**src/rtl/fp_pipe_arbiter.sv**
```systemverilog
// Round-robin arbiter sharing one fixed-latency FP pipeline between four requesters.
// A LAT-deep valid/tag shift register steers each emerging result back to its owner.
module fp_pipe_arbiter #(
    parameter int unsigned LAT = 7
) (
    input  logic        CLK,
    input  logic        RST,
    input  logic [3:0]  EN,
    input  logic [3:0]  REQ,
    input  logic [95:0] RA,
    input  logic [95:0] RB,
    input  logic [31:0] RAE,
    input  logic [31:0] RBE,
    input  logic [3:0]  RAS,
    input  logic [3:0]  RBS,
    input  logic [23:0] RTAG,
    output logic [3:0]  GNT,
    output logic [23:0] PA,
    output logic [23:0] PB,
    output logic [7:0]  PAE,
    output logic [7:0]  PBE,
    output logic        PAS,
    output logic        PBS,
    output logic [7:0]  PD,
    output logic        PV,
    output logic        DONE_V,
    output logic [1:0]  DONE_ID,
    output logic [5:0]  DONE_TAG,
    output logic        IDLE,
    output logic [15:0] ISSUE_CNT
);

    localparam int unsigned NREQ = 4;
    localparam int unsigned IDW  = 2;
    localparam int unsigned MW   = 24;
    localparam int unsigned EW   = 8;
    localparam int unsigned TW   = 6;
    localparam int unsigned DW   = IDW + TW;

    logic [IDW-1:0]  r_ptr;
    logic [LAT-1:0]  r_trk_v;
    logic [DW-1:0]   r_trk_d [LAT];

    logic [NREQ-1:0] w_elig;
    logic            w_any;
    logic [IDW-1:0]  w_win;
    logic [IDW-1:0]  w_idx;

    // Search from the pointer upward; iterating backwards lets the nearest eligible win.
    always_comb begin
        w_elig = REQ & EN & ~GNT;
        w_any  = 1'b0;
        w_win  = r_ptr;
        w_idx  = r_ptr;
        for (int k = int'(NREQ) - 1; k >= 0; k--) begin
            w_idx = r_ptr + IDW'(k);
            if (w_elig[w_idx]) begin
                w_any = 1'b1;
                w_win = w_idx;
            end
        end
    end

    always_ff @(posedge CLK or posedge RST) begin
        if (RST) begin
            GNT       <= '0;
            PA        <= '0;
            PB        <= '0;
            PAE       <= '0;
            PBE       <= '0;
            PAS       <= 1'b0;
            PBS       <= 1'b0;
            PD        <= '0;
            PV        <= 1'b0;
            ISSUE_CNT <= '0;
            r_ptr     <= '0;
            r_trk_v   <= '0;
            for (int s = 0; s < int'(LAT); s++) begin
                r_trk_d[s] <= '0;
            end
        end else begin
            GNT <= '0;
            PV  <= 1'b0;
            if (w_any) begin
                GNT       <= NREQ'(1) << w_win;
                PA        <= RA[int'(w_win)*MW +: MW];
                PB        <= RB[int'(w_win)*MW +: MW];
                PAE       <= RAE[int'(w_win)*EW +: EW];
                PBE       <= RBE[int'(w_win)*EW +: EW];
                PAS       <= RAS[w_win];
                PBS       <= RBS[w_win];
                PD        <= {w_win, RTAG[int'(w_win)*TW +: TW]};
                PV        <= 1'b1;
                r_ptr     <= w_win + IDW'(1);
                ISSUE_CNT <= ISSUE_CNT + 16'd1;
            end
            // Tracking mirrors the pipeline: one stage per cycle, no stalls.
            r_trk_v[0] <= PV;
            r_trk_d[0] <= PD;
            for (int s = 1; s < int'(LAT); s++) begin
                r_trk_v[s] <= r_trk_v[s-1];
                r_trk_d[s] <= r_trk_d[s-1];
            end
        end
    end

    assign DONE_V   = r_trk_v[LAT-1];
    assign DONE_ID  = r_trk_d[LAT-1][DW-1:TW];
    assign DONE_TAG = r_trk_d[LAT-1][TW-1:0];
    assign IDLE     = ~PV & ~(|r_trk_v);

endmodule
```
**config.mk**
```make
export PLATFORM = sky130hd
export DESIGN_NAME = fp_pipe_arbiter
export DESIGN_NICKNAME = d
export VERILOG_FILES = /design/src/rtl/fp_pipe_arbiter.sv
export SDC_FILE = /design/constraint.sdc
export NUM_CORES = 1
export LEC_CHECK = 0
export CORE_AREA = 4 4 155 157
export DETAILED_ROUTE_END_ITERATION = 8
export DIE_AREA = 0 0 159 161
export PLACE_DENSITY_LB_ADDON = 0.12
export SLEW_MARGIN = 40
export SYNTH_ARGS = -nofsm -noshare
export SYNTH_HDL_FRONTEND = slang
export SYNTH_SLANG_ARGS = --single-unit
```
**constraint.sdc**
```tcl
create_clock -name CLK -period 8.5 [get_ports CLK]
set_input_delay 1.7 -clock CLK [delete_from_list [all_inputs] [get_ports CLK]]
set_output_delay 1.7 -clock CLK [all_outputs]
set_load 0.1 [all_outputs]
```
==> flow_metrics.env <==
export IMPL_endpoint_kind="flop"
export IMPL_hold_class="flop to flop"
export IMPL_leakage_nw=5.225
export IMPL_netlist_area_sq_um=7526
export IMPL_synth_adder_area_share_pct=0.1663
export IMPL_fin_worst_skew_ps=14.35
export IMPL_die_area_sq_um=25600
export IMPL_synth_top_family_by_area="multiplexers"
export IMPL_startpoint_type="primary input"
export IMPL_ios=403
export IMPL_first_pass_iters=4
export IMPL_whs_endpoint="DONE_TAG[1]$_DFF_PP0_"
export IMPL_fin_nets=1271
export IMPL_synth_edff_count=0
export IMPL_synthXorXnorAreaFrac_pct=1.862
export IMPL_drc=0
export IMPL_clk_pin_slew_worst_paths_ps=70
export IMPL_finalCritPeriodShare_pct=47.84
export IMPL_vias=6159
export IMPL_ant_nets=0
export IMPL_dpl_instance_area_sq_um=11160
export IMPL_cts_tree="yes"
export IMPL_clock_fmax_mhz=245.9
export IMPL_via_per_inst=4.846
export IMPL_ys_flop_type="dfrtp_1"
export IMPL_core_area_sq_um=22500
export IMPL_grt_max_degree=106
export IMPL_clkLatencyLatePin_ps=440
export IMPL_clkSinkCount=160
export IMPL_cts_buffer_depth=2
export IMPL_vdd_ir_drop_max_uv=314.8
export IMPL_die_w_um=159
export IMPL_place_congestion=0.8363
export IMPL_synthToLayoutAreaGrowth_pct=56.16
export IMPL_htree_levels=4
export IMPL_grt_setup_unrepaired="no"
export IMPL_yosys_warnings=0
export IMPL_setup_viol=0
export IMPL_period_needed_ps=4066
export IMPL_most_common_layout_cells="clkdlybuf4s50_1, dfrtp_1, mux2i_1"
export IMPL_die_h_um=161
export IMPL_synth_compound_area_share_pct=13.13
export IMPL_gr_total_overflow=0
export IMPL_relSlewSlack_pct=47.65
export IMPL_avgSynthCellArea_sq_um=12.69
export IMPL_r2r_slack_ps=5730
export IMPL_rows=55
export IMPL_required_ps=8840
export IMPL_drt_iter0_drc=260
export IMPL_grt_util_all_layers_pct=20.23
export IMPL_reg2reg_to="PD[2]$_DFFE_PP0P_"
export IMPL_synthMuxAreaShare_pct=19.15
export IMPL_antenna_found_initial=1
export IMPL_final_common_cell="clkdlybuf4s50_1"
export IMPL_synthSimpleGateAreaFrac_pct=7.531
export IMPL_max_cap_violations=0
export IMPL_holdCritStartpoint="r_trk_d[9]$_DFF_PP0_"
export IMPL_avgRoutedWirePerCell_um=20.89
export IMPL_finish_instance_area_sq_um=11750
export IMPL_p_per_area_nw_per_um2=432.0
export IMPL_status="finished clean"
export IMPL_cts_setup_buffers=0
export IMPL_synth_seq_cells=160
export IMPL_hold_buffers=0
export IMPL_initial_core_util_pct=33.44
export IMPL_cts_inserted_buffers=17
export IMPL_tns_ps=0
export IMPL_r2r_start="GNT[3]$_DFF_PP0_"
export IMPL_grt_first_pass_wirelength_mm=39.76
export IMPL_cp_arrival_ps=4410
export IMPL_holdPathStages=0
export IMPL_hold_viol=0
export IMPL_synth_cell_types=43
export IMPL_drv_slew=0
export IMPL_worstSetupPathType="primary input to flop"
export IMPL_cp_max_fo=44
export IMPL_synthCells=593
export IMPL_final_util_pct=52.23
export IMPL_routed_wl_mm=26.55
export IMPL_ctsResizeCount=0
export IMPL_portBuffers=402
export IMPL_worstMarginPinSlew_ps=785.2
export IMPL_place_hpwl_mm=19.69
export IMPL_synthArstFlopShare_pct=100.0
export IMPL_r2r_cells=6
export IMPL_synth_fp_nets=892
export IMPL_synth_seq_area_share_pct=53.20
export IMPL_fillCellCount=2064
export IMPL_drive_gt1_share_pct=19.39
export IMPL_cts_root_buf="clkbuf_16"
export IMPL_grt_pass1_vias=6681
[synthesized netlist by cell type (all sizes together) (2+ instances only)]
library cell | instances | area [sq um]
and4 | 2 | 17.52
dfrtp | 160 | 4004
xor2 | 6 | 52.55
nor3 | 3 | 15.01
mux2i | 144 | 1441
xnor2 | 10 | 87.58
nand4 | 3 | 18.77
and3b | 2 | 17.52
and3 | 2 | 12.51
nor2 | 51 | 191.4
a221oi | 39 | 585.6
nand3 | 6 | 30.03
o21ai | 3 | 15.01
nand2 | 49 | 183.9
o22ai | 2 | 12.51
nand3b | 4 | 42.54
or4 | 2 | 15.01
o221ai | 34 | 297.8
a21oi | 2 | 10.01
clkbuf | 21 | 90.08
buf | 30 | 260.3
inv | 6 | 22.52
[critical path, stage by stage]
cell and delay [ps]:
clkdlybuf4s50_1 490, nand3b_1 210, o2bb2ai_1 190, a222oi_1 560, buf_4 690, mux2i_1 210, a221oi_2 300
[power breakdown]
part | switching, mW | total [mW] | internal [mW]
Sequential | 0.172 | 1.27 | 1.10
Clock | 0.369 | 0.764 | 0.395
Combinational | 2.32 | 3.05 | 0.721
[cell families (layout without fill, tap and decap cells)]
group	after synthesis	count (layout)
multiplexers	144	144
adder cells (fa/ha/maj)	1	1
XOR/XNOR	16	16
AND/OR/NAND/NOR	127	127
flip-flops	160	160
AO/OA/AOI/OAI	88	88
other	0	1
buffers and inverters	57	449
[registers in the layout (all words and copies together), names as in the netlist, 6 cells and up]
signal,flops
DONE_TAG,6
PD,8
PBE,8
r_trk_d,48
r_trk_v,7
PB,24
ISSUE_CNT,16
PA,24
PAE,8
[layer usage]
layer / global-route usage, % / up-vias / part of all wire, %
met4: 8.047 / 0 / 3.4
met1: 23.89 / 2930 / 40
met2: 34.47 / 218 / 50
li1: - / 2962 / -
met3: 6.405 / 49 / 6.8
met5: 0 / - / 0
[area by class of cell]
cell class | count | area, sq um | share of cell area, %
Multi-Input combinational cell | 376 | 3183 | 27.08
Inverter | 6 | 32.53 | 0.2768
Antenna cell | 1 | 2.502 | 0.02129
Tap cell | 285 | 356.6 | 3.034
Sequential cell | 160 | 4004 | 34.07
Clock buffer | 17 | 425.4 | 3.620
Timing Repair Buffer | 411 | 3582 | 30.48
Clock inverter | 15 | 166.4 | 1.416
[worst max-delay path by stage]
stage,from,end,slack [ps],cells after the start
final,EN[3],PD[2]$_DFFE_PP0P_,4430,7
after global placement,EN[1],PB[0]$_DFFE_PP0P_,4060,7
after floorplan,RST,DONE_ID[0]$_DFF_PP0_,2480,1
after global routing,REQ[3],PD[2]$_DFFE_PP0P_,4280,7
after detailed placement,EN[3],PD[2]$_DFFE_PP0P_,4000,7
after CTS,EN[3],PAE[0]$_DFFE_PP0P_,4470,7
[metrics by stage]
stage	hold slack, ps	power (mW)	setup slack [ps]	instances
after detailed placement	334.7	4.352	3996	1238
after global placement	331.5	4.552	4058	1238
final	343.1	5.078	4434	1271
after floorplan	331.2	3.783	2480	593
after CTS	341.8	5.135	4466	1270
after global routing	342.2	5.314	4282	1271
(Power assumes the default switching activity.)
